`src/rtl/cpu_pkg.sv`:
```
// Shared definitions for the 16-bit pipelined CPU front end.
// Word-address and instruction widths, default reset PC, and the prefetch entry type.
package cpu_pkg;
    localparam int ADDR_W  = 16;
    localparam int INSTR_W = 16;

    localparam logic [ADDR_W-1:0] RESET_PC_DEF = 16'h0000;

    typedef struct packed {
        logic [ADDR_W-1:0]  pc;
        logic [INSTR_W-1:0] instr;
    } fetch_entry_t;
endpackage

```
`src/rtl/fetch_fifo.sv`:
```
// Prefetch buffer: DEPTH-entry circular FIFO of {pc, instr} with synchronous flush.
// DEPTH is a power of two, so the pointers wrap naturally at their width.
module fetch_fifo
    import cpu_pkg::*;
#(
    parameter int DEPTH = 4
) (
    input  logic                   clk_i,
    input  logic                   rst_i,
    input  logic                   flush_i,
    input  logic                   push_i,
    input  fetch_entry_t           push_data_i,
    input  logic                   pop_i,
    output fetch_entry_t           head_o,
    output logic                   empty_o,
    output logic [$clog2(DEPTH):0] level_o
);
    localparam int PW = $clog2(DEPTH);
    localparam int LW = PW + 1;

    fetch_entry_t    mem_q [DEPTH];
    logic [PW-1:0]   wr_ptr_q, rd_ptr_q;
    logic [LW-1:0]   level_q;

    always_ff @(posedge clk_i or posedge rst_i) begin
        if (rst_i) begin
            wr_ptr_q <= '0;
            rd_ptr_q <= '0;
            level_q  <= '0;
        end else if (flush_i) begin
            wr_ptr_q <= '0;
            rd_ptr_q <= '0;
            level_q  <= '0;
        end else begin
            if (push_i) wr_ptr_q <= wr_ptr_q + 1'b1;
            if (pop_i)  rd_ptr_q <= rd_ptr_q + 1'b1;
            level_q <= level_q + LW'(push_i) - LW'(pop_i);
        end
    end

    // Storage needs no reset: the level gates everything read from it.
    always_ff @(posedge clk_i) begin
        if (push_i && !flush_i) mem_q[wr_ptr_q] <= push_data_i;
    end

    assign head_o  = mem_q[rd_ptr_q];
    assign empty_o = (level_q == '0);
    assign level_o = level_q;
endmodule

```
`src/rtl/fetch_unit.sv`:
```
// Instruction fetch stage: PC, single-outstanding imem request, prefetch FIFO,
// and redirect handling so decode only sees in-order, non-stale instructions.
module fetch_unit
    import cpu_pkg::*;
#(
    parameter int                DEPTH    = 4,
    parameter logic [ADDR_W-1:0] RESET_PC = RESET_PC_DEF
) (
    input  logic                   Clk,
    input  logic                   Rst,
    output logic                   imem_req_valid,
    input  logic                   imem_req_ready,
    output logic [ADDR_W-1:0]      imem_req_addr,
    input  logic                   imem_rsp_valid,
    input  logic [INSTR_W-1:0]     imem_rsp_data,
    input  logic                   redirect_valid,
    input  logic [ADDR_W-1:0]      redirect_pc,
    output logic                   id_valid,
    input  logic                   id_ready,
    output logic [INSTR_W-1:0]     id_instr,
    output logic [ADDR_W-1:0]      id_pc,
    output logic [ADDR_W-1:0]      id_next_pc,
    output logic [$clog2(DEPTH):0] fifo_level
);
    localparam int LW = $clog2(DEPTH) + 1;

    logic [ADDR_W-1:0] fetch_pc_q, fetch_pc_d;
    logic [ADDR_W-1:0] req_pc_q, req_pc_d;
    logic              outstanding_q, outstanding_d;
    logic              drop_q, drop_d;

    logic              req_fire, rsp_ok, push, pop, empty;
    logic [LW:0]       occupancy;
    fetch_entry_t      head, push_entry;

    // Outstanding request counts against capacity so its response always has a slot.
    assign occupancy      = {1'b0, fifo_level} + (LW+1)'(outstanding_q);
    assign imem_req_valid = !Rst && (!outstanding_q || imem_rsp_valid)
                            && (occupancy < (LW+1)'(DEPTH));
    assign imem_req_addr  = fetch_pc_q;

    assign req_fire = imem_req_valid && imem_req_ready;
    assign rsp_ok   = imem_rsp_valid && outstanding_q;
    assign push     = rsp_ok && !drop_q && !redirect_valid;
    assign pop      = !empty && id_ready && !redirect_valid;

    assign push_entry = '{pc: req_pc_q, instr: imem_rsp_data};

    always_comb begin
        fetch_pc_d    = fetch_pc_q;
        req_pc_d      = req_pc_q;
        outstanding_d = outstanding_q;
        drop_d        = drop_q;
        if (req_fire) begin
            fetch_pc_d    = fetch_pc_q + 1'b1;
            req_pc_d      = fetch_pc_q;
            outstanding_d = 1'b1;
        end else if (rsp_ok) begin
            outstanding_d = 1'b0;
        end
        if (rsp_ok) drop_d = 1'b0;
        // Whatever is still in flight after a redirect belongs to the old path.
        if (redirect_valid) begin
            fetch_pc_d = redirect_pc;
            drop_d     = outstanding_d;
        end
    end

    always_ff @(posedge Clk or posedge Rst) begin
        if (Rst) begin
            fetch_pc_q    <= RESET_PC;
            req_pc_q      <= '0;
            outstanding_q <= 1'b0;
            drop_q        <= 1'b0;
        end else begin
            fetch_pc_q    <= fetch_pc_d;
            req_pc_q      <= req_pc_d;
            outstanding_q <= outstanding_d;
            drop_q        <= drop_d;
        end
    end

    fetch_fifo #(.DEPTH(DEPTH)) u_fifo (
        .clk_i       (Clk),
        .rst_i       (Rst),
        .flush_i     (redirect_valid),
        .push_i      (push),
        .push_data_i (push_entry),
        .pop_i       (pop),
        .head_o      (head),
        .empty_o     (empty),
        .level_o     (fifo_level)
    );

    assign id_valid   = !empty;
    assign id_instr   = empty ? '0 : head.instr;
    assign id_pc      = empty ? '0 : head.pc;
    assign id_next_pc = id_pc + 1'b1;
endmodule

```
`config.mk`:
```
export PLATFORM = sky130hd
export DESIGN_NAME = fetch_unit
export DESIGN_NICKNAME = d
export VERILOG_FILES = /design/src/rtl/cpu_pkg.sv /design/src/rtl/fetch_fifo.sv /design/src/rtl/fetch_unit.sv
export SDC_FILE = /design/constraint.sdc
export NUM_CORES = 1
export LEC_CHECK = 0
export ABC_AREA = 1
export BUFFER_PORTS_ARGS = -buffer_cell sky130_fd_sc_hd__buf_2
export CAP_MARGIN = 40
export CORE_ASPECT_RATIO = 1.4
export CORE_MARGIN = 1.5
export CORE_UTILIZATION = 42
export CTS_BUF_LIST = sky130_fd_sc_hd__clkbuf_8
export CTS_CLUSTER_SIZE = 40
export DETAILED_ROUTE_END_ITERATION = 6
export PLACE_DENSITY = 0.63
export SKIP_CTS_REPAIR_TIMING = 1
export SYNTH_ARGS = -nofsm -noshare
export SYNTH_HDL_FRONTEND = slang
export SYNTH_SLANG_ARGS = --single-unit
```
`constraint.sdc`:
```
create_clock -name Clk -period 2.35 [get_ports Clk]
set_clock_uncertainty 0.1 [all_clocks]
set_input_delay 0.1175 -clock Clk [delete_from_list [all_inputs] [get_ports Clk]]
set_output_delay 0.1175 -clock Clk [all_outputs]
set_load 0.005 [all_outputs]
```
==> out/metrics.cfg, run 1 <==
[power_and_ir_drop]
leakage_uw=0.00417
peakVddDrop_mv=0.437
power_density_nw_per_um2=941
finalPower_uw=9160

[routing]
ant_nets=0
drc_errors=0
dr_total_vias=5765
wl_per_cell_microns=14.3
wirelength_microns=17200
post_drt_via_cell_ratio=4.81
drt_pass1_iterations=4
drtIter0Drc=339

[floorplanning]
num_rows=58
core_area_sq_um=18100
dieArea_sq_um=19400
die_width_microns=118
initial_core_util_pct=43.1
ios=107
dieHeight_microns=164

[hold_path]
min_path_cells=3
hold_start=imem_req_ready
hold_path_class=input port to register
holdPathEnd=outstanding_q$_DFF_PP0_

[synthesis]
yosys_warnings=0
synthTopCellsByArea=edfxtp_1, dfrtp_1, nand2_1
synth_top_area_share_pct=49.3
synth_nets=823
yosysTopAreaCell=edfxtp_1
syn_area_per_cell_sq_um=10.1
ys_seq_area_share_pct=62.5
synth_cell_types=35
syn_inst=775
ys_seq_elements=169
synth_area_sq_um=7790

[global_route]
met1_usage_pct=21.7
top_usage_layer=met2
grt_pass1_vias=5468
grt_use_met2_pct=32.8
grt_max_degree=42
grt_overflow=0
gr-usage-all-layers_pct=18.3
grt_pass1_wl_microns=27500
globalRouteMet3Util_pct=4.10
antenna_found_initial=0

[critical_path]
cp.arrival_ns=2.42
r2r-end=u_fifo.level_o[2]$_DFF_PP0_
critPathKind=register to primary output
worstPathMaxFanout=6
r2r_slack_ns=0.14
worstSetupEndpointType=primary output
r2r-start=u_fifo.level_o[0]$_DFF_PP0_
critPathRequiredTime_ns=2.13
rr_worst_depth=11
cp-start-kind=register

[clock_tree]
h-tree-depth=4
clock_latency_ns=0.44
clockBufferDepth=2
root_buffer=clkbuf_8
cts_buffers=17
tritoncts=yes
clock-sinks=169
cts.clk_slew.worst_paths_ns=0.09

[sta]
min_period_over_period_pct=112
fin_ws_ns=-0.287
max_freq_mhz=379
slew_viol_final=0
slew_headroom_pct=64.5
fin_crit_ns=2.64
rsz0062_at_grt=yes
worst_slew_pin_slew_ns=0.533
finalHoldViolCount=0
whs_ns=0.0688
setup_viol=12

[cells_and_area]
antenna_cells=0
layout.nets=993
drive_gt1_share_pct=26.0
nFillCells=1630
layout_common_cells=nand2_1, edfxtp_1, buf_2
syn2layout_area_growth_pct=24.9
final_common_cell=nand2_1

[flow_run]
drv_cap=0

[placement]
post-dp-hpwl_microns=11400
gp_congestion=0.797
port_buffers=106

[outcome]
violations=setup timing
status=finished with violations

per-stage QoR:
stage / instances / area, sq um / setup WS (ns) / setup TNS (ns) / utilization, %
2_1_floorplan: 775 / 7790 / -0.209 / -26.77 / -
3_3_place_gp: 1112 / 8650 / 0.148 / 0 / 47.9
3_5_place_dp: 1112 / 8650 / 0.0771 / 0 / 47.9
4_1_cts: 1144 / 9070 / -0.425 / -3.67 / 50.2
5_1_grt: 1198 / 9730 / -0.483 / -4.79 / 53.8
6_report: 1198 / 9730 / -0.287 / -2.36 / 53.8
per-layer routing:
| metal | share of wire, % | wire (microns) | vias to the layer above |
|---|---|---|---|
| li1 | - | - | 2914 |
| met1 | 42 | 7270 | 2701 |
| met2 | 52 | 9000 | 129 |
| met3 | 3.5 | 593 | 21 |
| met4 | 1.7 | 291 | 0 |
| met5 | 0 | 0 | - |
worst max-delay path by stage:
stage / startpoint / endpoint / slack, ns / cells after the start
3_5_place_dp: u_fifo.level_o[0]$_DFF_PP0_ / u_fifo.level_o[2]$_DFF_PP0_ / 0.08 / 11
5_1_grt: u_fifo.rd_ptr_q[0]$_DFFE_PP0P_ / id_next_pc[8] / -0.48 / 13
6_report: u_fifo.rd_ptr_q[0]$_DFFE_PP0P_ / id_next_pc[10] / -0.29 / 14
4_1_cts: u_fifo.rd_ptr_q[0]$_DFFE_PP0P_ / id_next_pc[8] / -0.43 / 13
2_1_floorplan: outstanding_q$_DFF_PP0_ / u_fifo.mem_q[0][0]$_DFFE_PP_ / -0.21 / 4
3_3_place_gp: u_fifo.rd_ptr_q[0]$_DFFE_PP0P_ / id_next_pc[8] / 0.15 / 13
area by class of cell:
cell class                 instances  area, sq um  area share (%)
sequential                       169         4870            50.1
multi-input combinational        511         2600            26.8
clock buffer                      17          234            2.41
timing repair buffer             183         1300            13.3
tap                              240          300            3.09
clock inverter                    15          180            1.85
inverter                          63          239            2.46
sequential cells by signal (all words and copies together), names as in the netlist:
| signal | flops |
|---|---|
| drop_q | 1 |
| u_fifo.mem_q | 128 |
| u_fifo.level_o | 3 |
| outstanding_q | 1 |
| req_pc_q | 16 |
| u_fifo.wr_ptr_q | 2 |
| imem_req_addr | 16 |
| u_fifo.rd_ptr_q | 2 |
cell families (layout without fill, tap and decap cells):
family                     count (synthesis)  after routing  share of synthesized area [%]
AOI/OAI and AO/OA                         82             82                           5.36
xor gates and xnor gates                  17             17                           1.91
adders and majority gates                 10             10                           1.70
buffers and inverters                     95            278                           5.44
DFF                                      169            169                           62.5
and+or+nand+nor                          402            402                           23.1
critical path, stage by stage (launching register included):
cell and delay (ns):
dfrtp_2 0.48, inv_4 0.10, buf_6 0.10, nand2_2 0.03
nand2_1 0.05, nand2_1 0.07, a21oi_2 0.16, ha_2 0.21
inv_2 0.04, nor2_2 0.08, nand2_2 0.10, nor2_4 0.19
nand2_1 0.10, xor2_1 0.14, buf_2 0.13
synth_stat cells:
master    count
nor2_2       11
dfrtp_1      41
nor2_8        1
nand3b_1      1
fa_1          1
inv_2         5
nand3_1      63
buf_6         4
buf_2        12
clkbuf_1      9
nand2_1     188
nor3_1        3
a21oi_1      21
buf_4         6
inv_1        57
xor2_1       15
nor2_1      101
a22o_1        1
o21ai_1       3
or2_2         1
nor2_4        5
and2_1        1
clkinv_1      1
a31oi_1       2
o21ai_0      54
nand3_2       9
nand2_4       2
xnor2_1       2
nand4_1       7
ha_1          9
nand2_2       8
edfxtp_1    128
o22ai_1       1
nor3_2        1
buf_1         1
power by group:
group	switching (uW)	leakage [uW]	internal, uW
logic	1910	0.00229	1290
clock network	1020	0.000201	1050
registers	291	0.00168	3590
total	3220	0.00417	5940
Power figures use the tool's default switching activity.
==> inputs of run 2 (changes only) <==
--- a/config.mk
+++ b/config.mk
@@ -9,7 +9,7 @@
 export BUFFER_PORTS_ARGS = -buffer_cell sky130_fd_sc_hd__buf_2
 export CAP_MARGIN = 40
 export CORE_ASPECT_RATIO = 1.4
-export CORE_MARGIN = 1.5
+export CORE_MARGIN = 3
 export CORE_UTILIZATION = 42
 export CTS_BUF_LIST = sky130_fd_sc_hd__clkbuf_8
 export CTS_CLUSTER_SIZE = 40
==> run 2 against run 1 <==
The run still ends with setup timing left. Critical endpoint is now id_next_pc[8]. Setup slack gained 0.0064 ns. Largest power group unchanged. Register-to-register slack gained 0.02 ns. Critical path depth shrank 1. Non-clock buffer count shrank 14.
==> out/metrics.cfg, run 2 (same netlist as run 1, synthesis figures left out) <==
[placement]
port_buffers=106
post-dp-hpwl_microns=11600
gp_congestion=0.787
dp_slack_ns=0.126

[sta]
setup_viol=12
min_period_over_period_pct=112
fin_crit_ns=2.63
rsz0062_at_grt=yes
worst_slew_pin_slew_ns=0.537
fin_ws_ns=-0.281
finalHoldViolCount=0
max_freq_mhz=380
whs_ns=0.106
slew_headroom_pct=64.2
slew_viol_final=0

[floorplanning]
initial_core_util_pct=43.1
core_area_sq_um=18100
die_width_microns=121
dieArea_sq_um=20200
ios=107
dieHeight_microns=167
num_rows=58

[critical_path]
cpPeakStageDelay_ns=0.49
cp-start-kind=register
critPathRequiredTime_ns=2.13
worstSetupEndpointType=primary output
cp_slowest_cell=dfrtp_2
path_delay_family=simple AND/OR/NAND/NOR gates
critPathKind=register to primary output
worstPathMaxFanout=6
crit_buf_inv=3
cp.arrival_ns=2.41
crit_top_cell=nor2_2
crit_chain=buf_6, nor2_2, nor2_2, o21ai_2, a21oi_2, ha_4, inv_2, nor2_2, nand2_2, nor2_4, nand2_1, xor2_1, buf_2

[power_and_ir_drop]
leakage_uw=0.00408
power_density_nw_per_um2=926
peakVddDrop_mv=0.425

[clock_tree]
clock-sinks=169
clockBufferDepth=2
h-tree-depth=4
tritoncts=yes
root_buffer=clkbuf_8
clock_latency_ns=0.44
cts.clk_slew.worst_paths_ns=0.09
cts_buffers=17

[global_route]
grt_pass1_vias=5479
grt_max_degree=42
grt_pass1_wl_microns=27300
grt_overflow=0
gr-usage-all-layers_pct=17.1
antenna_found_initial=0

[routing]
dr_total_vias=5757
wl_per_cell_microns=14.6
drt_pass1_iterations=5
ant_nets=0
drtIter0Drc=333
post_drt_via_cell_ratio=4.86
drc_errors=0
wirelength_microns=17300

[hold_path]
hold_path_class=input port to register

[outcome]
violations=setup timing
status=finished with violations

[cells_and_area]
layout_common_cells=nand2_1, edfxtp_1, buf_2
largest-register=u_fifo.mem_q
drive_gt1_share_pct=23.8
antenna_cells=0
final_common_cell=nand2_1
layout.nets=979
largest_reg_flops=128
syn2layout_area_growth_pct=22.5

[flow_run]
drv_cap=0

## run 2: area by class of cell
| cell class | instances | area [sq um] |
|---|---|---|
| Clock inverter | 15 | 153 |
| Tap cell | 240 | 300 |
| Fill cell | 1627 | 8530 |
| Clock buffer | 17 | 234 |
| Sequential cell | 169 | 4870 |
| Timing Repair Buffer | 169 | 1170 |
| Inverter | 63 | 241 |
| Multi-Input combinational cell | 511 | 2570 |
## run 2: layer usage
metal	GRT usage (%)	up-vias	part of all wire (%)
met4	5.82	0	1.3
met5	0	-	0
li1	-	2883	-
met3	3.55	15	4.3
met1	21.2	2719	43
met2	29.5	140	51
## run 2: worst paths after layout
kind | start | endpoint | slack (ns) | depth (start not counted)
worst max-delay path | u_fifo.rd_ptr_q[0]$_DFFE_PP0P_ | id_next_pc[8] | -0.28 | 13
worst min-delay path | imem_req_ready | outstanding_q$_DFF_PP0_ | 0.11 | 3
worst max register to register | u_fifo.level_o[0]$_DFF_PP0_ | u_fifo.level_o[2]$_DFF_PP0_ | 0.16 | 11
worst min register to register | req_pc_q[14]$_DFFE_PP0P_ | u_fifo.mem_q[2][30]$_DFFE_PP_ | 0.43 | 0
max in group asynchronous | Rst | u_fifo.rd_ptr_q[0]$_DFFE_PP0P_ | 1.48 | 4
min in group asynchronous | Rst | imem_req_addr[2]$_DFFE_PP0P_ | 0.28 | 4
## run 2: stage by stage
stage / cell area, sq um / total power, uW / setup TNS, ns / util, % / std cells
floorplan: 7790 / 5650 / -26.77 / - / 775
global placement: 8670 / 6750 / 0 / 48.0 / 1113
detailed placement: 8670 / 6790 / 0 / 48.0 / 1113
CTS: 9060 / 8740 / -3.87 / 50.1 / 1145
global route: 9540 / 9430 / -4.32 / 52.8 / 1184
finish: 9540 / 8840 / -1.83 / 52.8 / 1184
## run 2: tightest hold or removal path, delay by kind of cell
family        cells  cell delay [ns]
simple gates      2             0.39
buf+inv           1             0.10
## run 2: report_power, final
group | switching, uW | internal (uW)
clock | 1150 | 794
combinational | 1850 | 1150
sequential | 301 | 3590
total | 3300 | 5540
